**src/rtl/cavlc_level_dec.sv**
```systemverilog
// CAVLC level decoder: parses level_prefix / level_suffix from a serial
// bitstream, rebuilds each signed level with suffixLength adaptation and
// hands the levels downstream in bitstream order.
//
// Handshakes: a bit moves when bit_valid && bit_ready; a level moves when
// lvl_valid && lvl_ready. A producer holds its data stable while its valid
// is high and ready is low. bit_ready and lvl_valid depend only on state,
// never combinationally on the partner's valid/ready.
module cavlc_level_dec #(
  parameter int RES_WIDTH  = 16,
  parameter int MAX_PREFIX = 18
) (
  input  logic                 clk,
  input  logic                 rst_n,       // active-high despite the name
  input  logic                 start,
  input  logic [4:0]           total_coeff,
  input  logic [1:0]           trail_ones,
  input  logic                 bit_in,
  input  logic                 bit_valid,
  output logic                 bit_ready,
  output logic [RES_WIDTH-1:0] lvl,
  output logic                 lvl_valid,
  input  logic                 lvl_ready,
  output logic                 busy,
  output logic                 done,
  output logic                 err,
  output logic [2:0]           dbg_state,
  output logic [2:0]           dbg_sl
);

  typedef enum logic [2:0] {
    S_IDLE   = 3'd0,
    S_PREFIX = 3'd1,
    S_SUFFIX = 3'd2,
    S_CALC   = 3'd3,
    S_OUT    = 3'd4
  } state_t;

  state_t state, state_nxt;

  logic [4:0]  num;        // levels still to decode
  logic [4:0]  prefix;
  logic [1:0]  to_q;       // latched trail_ones
  logic        first;      // next level is the first non-trailing-one level
  logic [2:0]  sl;         // suffixLength
  logic [3:0]  cnt;        // suffix bits still to shift in
  logic [14:0] suffix;
  logic        done_q;
  logic        err_q;

  logic        start_ok;
  logic [4:0]  num_in;
  logic        prefix_over;
  logic [3:0]  size_calc;
  logic [4:0]  pmin;
  logic [17:0] lc;
  logic [17:0] mag;
  logic [17:0] lvl_wide;
  logic [2:0]  sl1;
  logic [2:0]  sl_next;

  // A start in the done cycle is ignored, so acceptance is gated by done_q.
  assign start_ok    = (state == S_IDLE) && start && !done_q;
  assign num_in      = total_coeff - {3'b000, trail_ones};
  assign prefix_over = (prefix == 5'(MAX_PREFIX));
  assign done        = done_q;
  assign err         = err_q;
  assign dbg_state   = state;
  assign dbg_sl      = sl;

  // Suffix size from the completed prefix and current suffixLength.
  always_comb begin
    size_calc = {1'b0, sl};
    if (prefix >= 5'd15)
      size_calc = 4'(prefix - 5'd3);
    else if (prefix == 5'd14 && sl == 3'd0)
      size_calc = 4'd4;
  end

  // levelCode reconstruction, signed level and next suffixLength.
  always_comb begin
    pmin = (prefix > 5'd15) ? 5'd15 : prefix;
    lc   = 18'(pmin) << sl;
    lc   = lc + 18'(suffix);
    if (prefix >= 5'd15 && sl == 3'd0)
      lc = lc + 18'd15;
    if (prefix >= 5'd16)
      lc = lc + (18'd1 << (prefix - 5'd3)) - 18'd4096;
    if (first && to_q != 2'd3)
      lc = lc + 18'd2;
    mag      = lc[0] ? ((lc + 18'd1) >> 1) : ((lc + 18'd2) >> 1);
    lvl_wide = lc[0] ? (18'd0 - mag) : mag;
    sl1      = (sl == 3'd0) ? 3'd1 : sl;
    sl_next  = sl1;
    if (mag > (18'd3 << (sl1 - 3'd1)) && sl1 < 3'd6)
      sl_next = sl1 + 3'd1;
  end

  // State register.
  always_ff @(posedge clk or posedge rst_n) begin
    if (rst_n) state <= S_IDLE;
    else       state <= state_nxt;
  end

  // Next-state and handshake outputs.
  always_comb begin
    state_nxt = state;
    bit_ready = 1'b0;
    lvl_valid = 1'b0;
    busy      = (state != S_IDLE);
    case (state)
      S_IDLE: begin
        if (start_ok && num_in != 5'd0) state_nxt = S_PREFIX;
      end
      S_PREFIX: begin
        bit_ready = 1'b1;
        if (bit_valid) begin
          if (!bit_in) begin
            if (prefix_over) state_nxt = S_IDLE;
          end else begin
            state_nxt = (size_calc == 4'd0) ? S_CALC : S_SUFFIX;
          end
        end
      end
      S_SUFFIX: begin
        bit_ready = 1'b1;
        if (bit_valid && cnt == 4'd1) state_nxt = S_CALC;
      end
      S_CALC: begin
        state_nxt = S_OUT;
      end
      S_OUT: begin
        lvl_valid = 1'b1;
        if (lvl_ready) state_nxt = (num == 5'd0) ? S_IDLE : S_PREFIX;
      end
      default: state_nxt = S_IDLE;
    endcase
  end

  // Datapath registers and the done/err pulses.
  always_ff @(posedge clk or posedge rst_n) begin
    if (rst_n) begin
      num    <= '0;
      prefix <= '0;
      to_q   <= '0;
      first  <= 1'b0;
      sl     <= '0;
      cnt    <= '0;
      suffix <= '0;
      lvl    <= '0;
      done_q <= 1'b0;
      err_q  <= 1'b0;
    end else begin
      done_q <= 1'b0;
      err_q  <= 1'b0;
      case (state)
        S_IDLE: begin
          if (start_ok) begin
            num    <= num_in;
            to_q   <= trail_ones;
            first  <= 1'b1;
            prefix <= '0;
            suffix <= '0;
            sl     <= (total_coeff > 5'd10 && trail_ones != 2'd3) ? 3'd1 : 3'd0;
            if (num_in == 5'd0) done_q <= 1'b1;
          end
        end
        S_PREFIX: begin
          if (bit_valid) begin
            if (!bit_in) begin
              if (prefix_over) err_q <= 1'b1;
              else             prefix <= prefix + 5'd1;
            end else begin
              cnt    <= size_calc;
              suffix <= '0;
            end
          end
        end
        S_SUFFIX: begin
          if (bit_valid) begin
            suffix <= {suffix[13:0], bit_in};
            cnt    <= cnt - 4'd1;
          end
        end
        S_CALC: begin
          lvl   <= RES_WIDTH'(lvl_wide);
          sl    <= sl_next;
          first <= 1'b0;
          num   <= num - 5'd1;
        end
        S_OUT: begin
          if (lvl_ready) begin
            if (num == 5'd0) begin
              done_q <= 1'b1;
            end else begin
              prefix <= '0;
              suffix <= '0;
            end
          end
        end
        default: ;
      endcase
    end
  end

endmodule

```
**config.mk**
```make
export PLATFORM = sky130hd
export DESIGN_NAME = cavlc_level_dec
export DESIGN_NICKNAME = d
export VERILOG_FILES = /design/src/rtl/cavlc_level_dec.sv
export SDC_FILE = /design/constraint.sdc
export NUM_CORES = 1
export LEC_CHECK = 0
export CAP_MARGIN = 25
export CELL_PAD_IN_SITES_DETAIL_PLACEMENT = 1
export CELL_PAD_IN_SITES_GLOBAL_PLACEMENT = 2
export CORE_UTILIZATION = 40
export CTS_CLUSTER_DIAMETER = 50
export DETAILED_ROUTE_END_ITERATION = 10
export PLACE_DENSITY = 0.92
export SETUP_SLACK_MARGIN = 0.15
export SYNTH_ARGS = -nofsm -noshare
export SYNTH_HDL_FRONTEND = slang
export SYNTH_SLANG_ARGS = --single-unit
```
**constraint.sdc**
```tcl
create_clock -name clk -period 16.4 [get_ports clk]
set_clock_uncertainty 0.15 [all_clocks]
set_input_delay 1.64 -clock clk [delete_from_list [all_inputs] [get_ports clk]]
set_output_delay 1.64 -clock clk [all_outputs]
set_load 0.005 [all_outputs]
```
==> reports/metrics.cfg, run 1 <==
[run_status]
outcome=finished, final reports clean

[synthesis]
synth.top_cell.area_share=0.1870
synth_edf_count=0
ys_warn_count=0
synth-seq-cells=56
syn_nets=1075
yosysMostFrequentCell=nand2_1
postSynthCellCount=984
synth.distinct_cells=94
synthTopCellsByArea=dfrtp_1 19%, ha_1 13%, nand2_1 6.7%
synthTopCellsByCount=133 x nand2_1, 81 x nor2_1, 76 x o21ai_0, 75 x ha_1, 56 x dfrtp_1
avgSynthCellArea_um2=7.614
yosysSeqAreaShare=0.1870
synth_flop_cell=dfrtp_1
synth_largest_area_cell=dfrtp_1
syn_area_um2=7492
async_flop_share=1.000

[timing]
setup_viol=0
finalHoldViolations=0
timing.hold.ws_ns=0.3290
rsz0062_at_grt=no
period_share=0.6362
fmax_ghz=0.09584
finalMaxSlewViolations=0
tightest_slew_ns=0.8997
period_minus_slack_ns=10.43
timing.slew.headroom=0.3951
tns_ns=0

[clock_tree]
clock_sinks=56
holdBufCountCts=0
cts_resized=0
htree_num_levels=2
clkTransAtPathRegs_ns=0.08
cts_inserted_buffers=5
insertion_delay_ns=0.32
post_cts_buffers=0
cts_buffer_depth=2
root_buffer=clkbuf_16
tritoncts=done

[critical_path]
start_kind=flip-flop
r2r_end=dbg_sl[0]
path_max_fanout=47
slowest_stage=clkinv_1
cp.arrival_ns=10.50
crit_path_frequent_cell=ha_1
slowest_delay_ns=0.67
crit_required_ns=16.47
worstSetupEndpointType=flip-flop
ff2ff_path_depth=40
r2r_start=prefix[4]
critPathKind=flip-flop to flip-flop
ff2ff_setup_slack_ns=5.97

[hold_path]
hold_path_class=flip-flop to flip-flop
hold_depth=2
hold_path_end=lvl[14]
hp-start=lvl[14]

[routing]
viasPerCell=5.901
ant_nets=0
vias=7223
drcViolationCount=0
first_pass_iters=6
wl_per_cell_um=18.07
drtIter0Drc=452
wl_um=22110

[global_route]
grt_max_degree=57
grt_pass1_wl_um=37150
grt.total_usage=0.2350
antenna_found_initial=0
grt_pass1_vias=7391
grt-ovfl-total=0

[placed_design]
place_congestion=0.9179
place.port_buffers=39
hpwl_um=17690

[flow_run]
max-cap-violations=0

[cells_and_area]
diodes=0
drive_gt1_frac=0.05729
syn_to_final_growth_pct=9.285
final_util=0.4512
nets=1085

[floorplanning]
coreArea_um2=18150
die_w_um=138.9
io-pin-count=40
design.die.area_um2=19280
rows=49
start_util=0.4129
die_h_um=138.9

[power_and_ir_drop]
power.density_nw_per_um2=139.8
peakVddDrop_uv=86.83
p_leak_uw=0.003518

[cell type report]
cell class | count | area [um2]
fill | 2262 | 9960
multi-input combinational | 835 | 5722
sequential | 56 | 1401
timing repair buffer | 45 | 435.4
tap | 229 | 286.5
inverter | 51 | 191.4
clock buffer | 5 | 125.1
clock inverter | 3 | 26.28
[worst max-delay path: cells and delay by family (launching register included)]
| kind | cells | cell delay, ns |
|---|---|---|
| compound gates | 12 | 2.19 |
| buf+inv | 5 | 1.38 |
| xor+xnor | 2 | 0.28 |
| simple gates | 13 | 2.98 |
| flops | 1 | 0.33 |
| fa+ha+maj | 8 | 3.00 |
[through the flow]
step / total power (uW) / setup slack, ns / instance area (um2) / instances
final: 1145 / 5.966 / 8188 / 1224
after global routing: 1261 / 5.309 / 8188 / 1224
after CTS: 1155 / 5.989 / 8188 / 1224
after detailed placement: 1031 / 6.079 / 8036 / 1216
after global placement: 1007 / 6.510 / 8036 / 1216
after floorplan: 806.5 / 7.882 / 7492 / 984
[flip-flops by register name, summed over array words and instances, names as in the netlist]
register and cells:
lvl 16, to_q 2, dbg_sl 3, err 1, prefix 5, cnt 4
done 1, first 1, dbg_state 3, num 5, suffix 15
[cells in the final DEF (no fill, tap or decap), types with 4 or more instances in the layout]
| master | instances |
|---|---|
| buf_4 | 6 |
| and3_1 | 11 |
| dfrtp_1 | 56 |
| or2_2 | 6 |
| nor3b_1 | 5 |
| o21a_1 | 18 |
| a31oi_1 | 9 |
| a21boi_0 | 4 |
| xor2_1 | 27 |
| nor2_1 | 81 |
| a21oi_1 | 50 |
| nand2_1 | 133 |
| a2111o_1 | 4 |
| a22oi_1 | 4 |
| or3_1 | 15 |
| o31a_1 | 6 |
| nor4_1 | 9 |
| o21ai_0 | 75 |
| inv_1 | 49 |
| mux2i_1 | 5 |
| xnor2_1 | 46 |
| nor3_1 | 29 |
| o21ai_1 | 9 |
| o211ai_1 | 15 |
| and2_1 | 10 |
| clkbuf_16 | 5 |
| or4_1 | 4 |
| o211a_1 | 5 |
| clkdlybuf4s50_1 | 39 |
| nand2b_1 | 15 |
| ha_1 | 75 |
| nor2b_1 | 6 |
| o21bai_1 | 5 |
| a21o_1 | 13 |
| nand4_1 | 9 |
| o31ai_1 | 6 |
| a211oi_1 | 10 |
| nand3_1 | 30 |
[worst max-delay path by stage]
stage	startpoint	endpoint	depth (start not counted)
after floorplan	prefix[4]	dbg_sl[0]	41
after global placement	prefix[4]	dbg_sl[0]	40
after detailed placement	prefix[4]	dbg_sl[0]	40
after CTS	prefix[4]	dbg_sl[0]	40
after global routing	prefix[4]	dbg_sl[0]	40
final	prefix[4]	dbg_sl[0]	40
[kinds of logic after synthesis]
| group | share of synthesized area |
|---|---|
| and+or+nand+nor | 0.2650 |
| AOI/OAI and AO/OA | 0.2602 |
| buffers and inverters | 0.04993 |
| adders and majority gates | 0.1333 |
| xor gates and xnor gates | 0.09285 |
| DFF | 0.1870 |
| muxes | 0.01119 |
| other | 0.0005005 |
[metal layers]
layer / vias up / GRT usage / wire length, um
li1: 3585 / - / -
met1: 3516 / 0.3045 / 10550
met2: 95 / 0.4120 / 10510
met3: 27 / 0.02935 / 638
met4: 0 / 0.05965 / 405
met5: - / 0 / 0
[report_power, final]
group / switching [uW] / leakage (uW) / internal [uW] / total [uW]
clock network: 58.9 / 0.0000680 / 58.0 / 117
logic: 455 / 0.00271 / 348 / 803
registers: 51.4 / 0.000739 / 174 / 225
total: 565 / 0.00352 / 580 / 1150
No activity file was read; power rests on OpenSTA's default activity.
==> inputs of run 2 (changes only) <==
CORE_UTILIZATION = 33   (was 40)
PLACE_DENSITY = 0.82   (was 0.92)
clock period = 9.35 ns   (was 16.4 ns; I/O delays follow)
==> reports/metrics.cfg, run 2 (same netlist as run 1, synthesis figures left out) <==
[run_status]
outcome=finished, final reports clean

[clock_tree]
htree_num_levels=2  ; unchanged
root_buffer=clkbuf_16
clock_sinks=56  ; unchanged
cts_buffer_depth=2  ; unchanged
cts_inserted_buffers=5  ; unchanged
insertion_delay_ns=0.32  ; about the same
clkTransAtPathRegs_ns=0.09  ; about the same
holdBufCountCts=0  ; unchanged
tritoncts=done

[cells_and_area]
final_cell_count_no_fill=1293  ; +5.6%
reg_top3=lvl x16, suffix x15
multi_input_area_um2=5841  ; +2.1%
largest_reg_flops=16  ; unchanged
nets=1103  ; +1.7%
n_fill_cell=2721  ; +20%
mostFrequentLayoutCell=nand2_1
diodes=0  ; unchanged
syn_to_final_growth_pct=13.58
final_cell_mix=133 x nand2_1, 79 x nor2_1, 74 x o21ai_0
drive_gt1_frac=0.09674  ; +0.03946
seq_area_um2=1405  ; +0.27%
largest-register=lvl
finalInstanceArea_um2=8509  ; +3.9%

[placed_design]
dpl_cell_area_um2=8145  ; +1.4%
pre_cts_slack_ns=0.2845  ; -5.794 ns
place.port_buffers=39  ; unchanged
hpwl_um=17740  ; +0.25%
place_congestion=0.8632  ; -6.0%
place_inst=1273  ; +4.7%

[floorplanning]
die_h_um=152.7  ; +9.9%
die_w_um=152.7  ; +9.9%
io-pin-count=40  ; unchanged
start_util=0.3401  ; -0.07270
design.die.area_um2=23310  ; +21%
coreArea_um2=22030  ; +21%
rows=54  ; +10%

[routing]
vias=7152  ; -0.98%
first_pass_iters=6  ; unchanged
drcViolationCount=0  ; unchanged
wl_per_cell_um=17.24  ; -4.6%
ant_nets=0  ; unchanged
viasPerCell=5.531  ; -6.3%
wl_um=22290  ; +0.79%
drtIter0Drc=257  ; -43%

[timing]
fmax_ghz=0.1146  ; +20%
setup_ws_ns=0.6206  ; -5.345 ns
timing.slew.headroom=0.3924  ; -0.002637
period_share=0.9336  ; +0.2974
setup_viol=0  ; unchanged
period_minus_slack_ns=8.729  ; -1.705 ns
finalHoldViolations=0  ; unchanged
finalMaxSlewViolations=0  ; unchanged
tightest_slew_ns=0.9036  ; +0.003922 ns
tns_ns=0  ; unchanged
rsz0062_at_grt=no

[power_and_ir_drop]
clockPowerShare=0.099  ; -0.003
combPwrFrac=0.720  ; +0.019
pwr-share-seq=0.181  ; -0.016
p_sw_frac=0.4839  ; -0.009697
p_int_uw=1085  ; +87%
p_leak_uw=0.003622  ; +2.9%
p_sw_uw=1017  ; +80%
peakVddDrop_uv=156.3  ; +80%
power.density_nw_per_um2=247.0  ; +77%

[critical_path]
ff2ff_setup_slack_ns=0.62  ; -5.34 ns
path_max_fanout=10  ; -79%
start_kind=flip-flop
crit_required_ns=9.42  ; -7.05 ns
cp.arrival_ns=8.80  ; -1.70 ns
slowest_delay_ns=0.62  ; -0.05 ns
crit_path_frequent_cell=ha_1
ff2ff_path_depth=34  ; -15%
r2r_end=dbg_sl[0]
slowest_stage=or4_1
critPathKind=flip-flop to flip-flop
r2r_start=prefix[0]
worstSetupEndpointType=flip-flop

[hold_path]
hold_depth=2  ; unchanged
hp-start=lvl[6]
hold_path_end=lvl[6]
hold_path_class=flip-flop to flip-flop

[global_route]
antenna_found_initial=0  ; unchanged
grt-ovfl-total=0  ; unchanged
grt_pass1_wl_um=37160  ; about the same
grt_max_degree=57  ; unchanged
grt_pass1_vias=7244  ; -2.0%
grt.total_usage=0.1956  ; -0.03945

[flow_run]
max-cap-violations=0  ; unchanged

==> run 2: cell type report <==
type / instances / area share
Clock buffer: 5 / 0.01470
Clock inverter: 3 / 0.003088
Inverter: 51 / 0.02250
Multi-Input combinational cell: 835 / 0.6864
Sequential cell: 56 / 0.1651
Tap cell: 280 / 0.04117
Timing Repair Buffer: 63 / 0.06705
==> run 2: timing repair <==
action,4_1_cts,5_1_grt
setup endpoints to repair,0,5
setup buffers,0,12
gates resized for setup,0,28
==> run 2: worst max-delay path: cells and delay by family, from the launching register on <==
kind | cells | cell delay (ns)
flip-flops | 1 | 0.46
AND/OR/NAND/NOR | 11 | 2.35
adder cells (fa/ha/maj) | 5 | 1.29
AO/OA/AOI/OAI | 11 | 2.73
XOR/XNOR | 5 | 1.27
buffers and inverters | 2 | 0.38
==> run 2: worst max-delay path by stage <==
stage | cells after the start | endpoint | from | slack, ns
2_1_floorplan | 41 | dbg_sl[0] | prefix[4] | 0.83
3_3_place_gp | 32 | dbg_sl[0] | prefix[0] | 0.52
3_5_place_dp | 40 | dbg_sl[0] | prefix[0] | 0.28
4_1_cts | 40 | dbg_sl[0] | prefix[0] | 0.23
5_1_grt | 41 | dbg_sl[0] | prefix[0] | 0.14
6_report | 34 | dbg_sl[0] | prefix[0] | 0.62
==> run 2: power groups by stage <==
stage / Clock [uW] / Combinational, uW / Sequential [uW]
final: 208 / 1510 / 380
after global routing: 223 / 1710 / 395
after CTS: 216 / 1430 / 385
after detailed placement: 0 / 1420 / 389
after global placement: 0 / 1400 / 388
after floorplan: 0 / 1060 / 354
==> run 2: layer usage <==
metal	routed length (um)	GRT usage	part of all wire	vias up
met5	0	0	0	-
met4	436	0.06013	0.020	0
met3	492	0.02474	0.022	25
met2	10300	0.3277	0.46	76
met1	11060	0.2609	0.50	3434
li1	-	-	-	3617
==> run 2: stage by stage <==
stage / hold slack [ns] / power, uW / util
2_1_floorplan: 0.3089 / 1415 / -
3_3_place_gp: 0.3127 / 1791 / 0.3698
3_5_place_dp: 0.3205 / 1809 / 0.3698
4_1_cts: 0.3395 / 2034 / 0.3767
5_1_grt: 0.3647 / 2323 / 0.3863
6_report: 0.3345 / 2102 / 0.3863
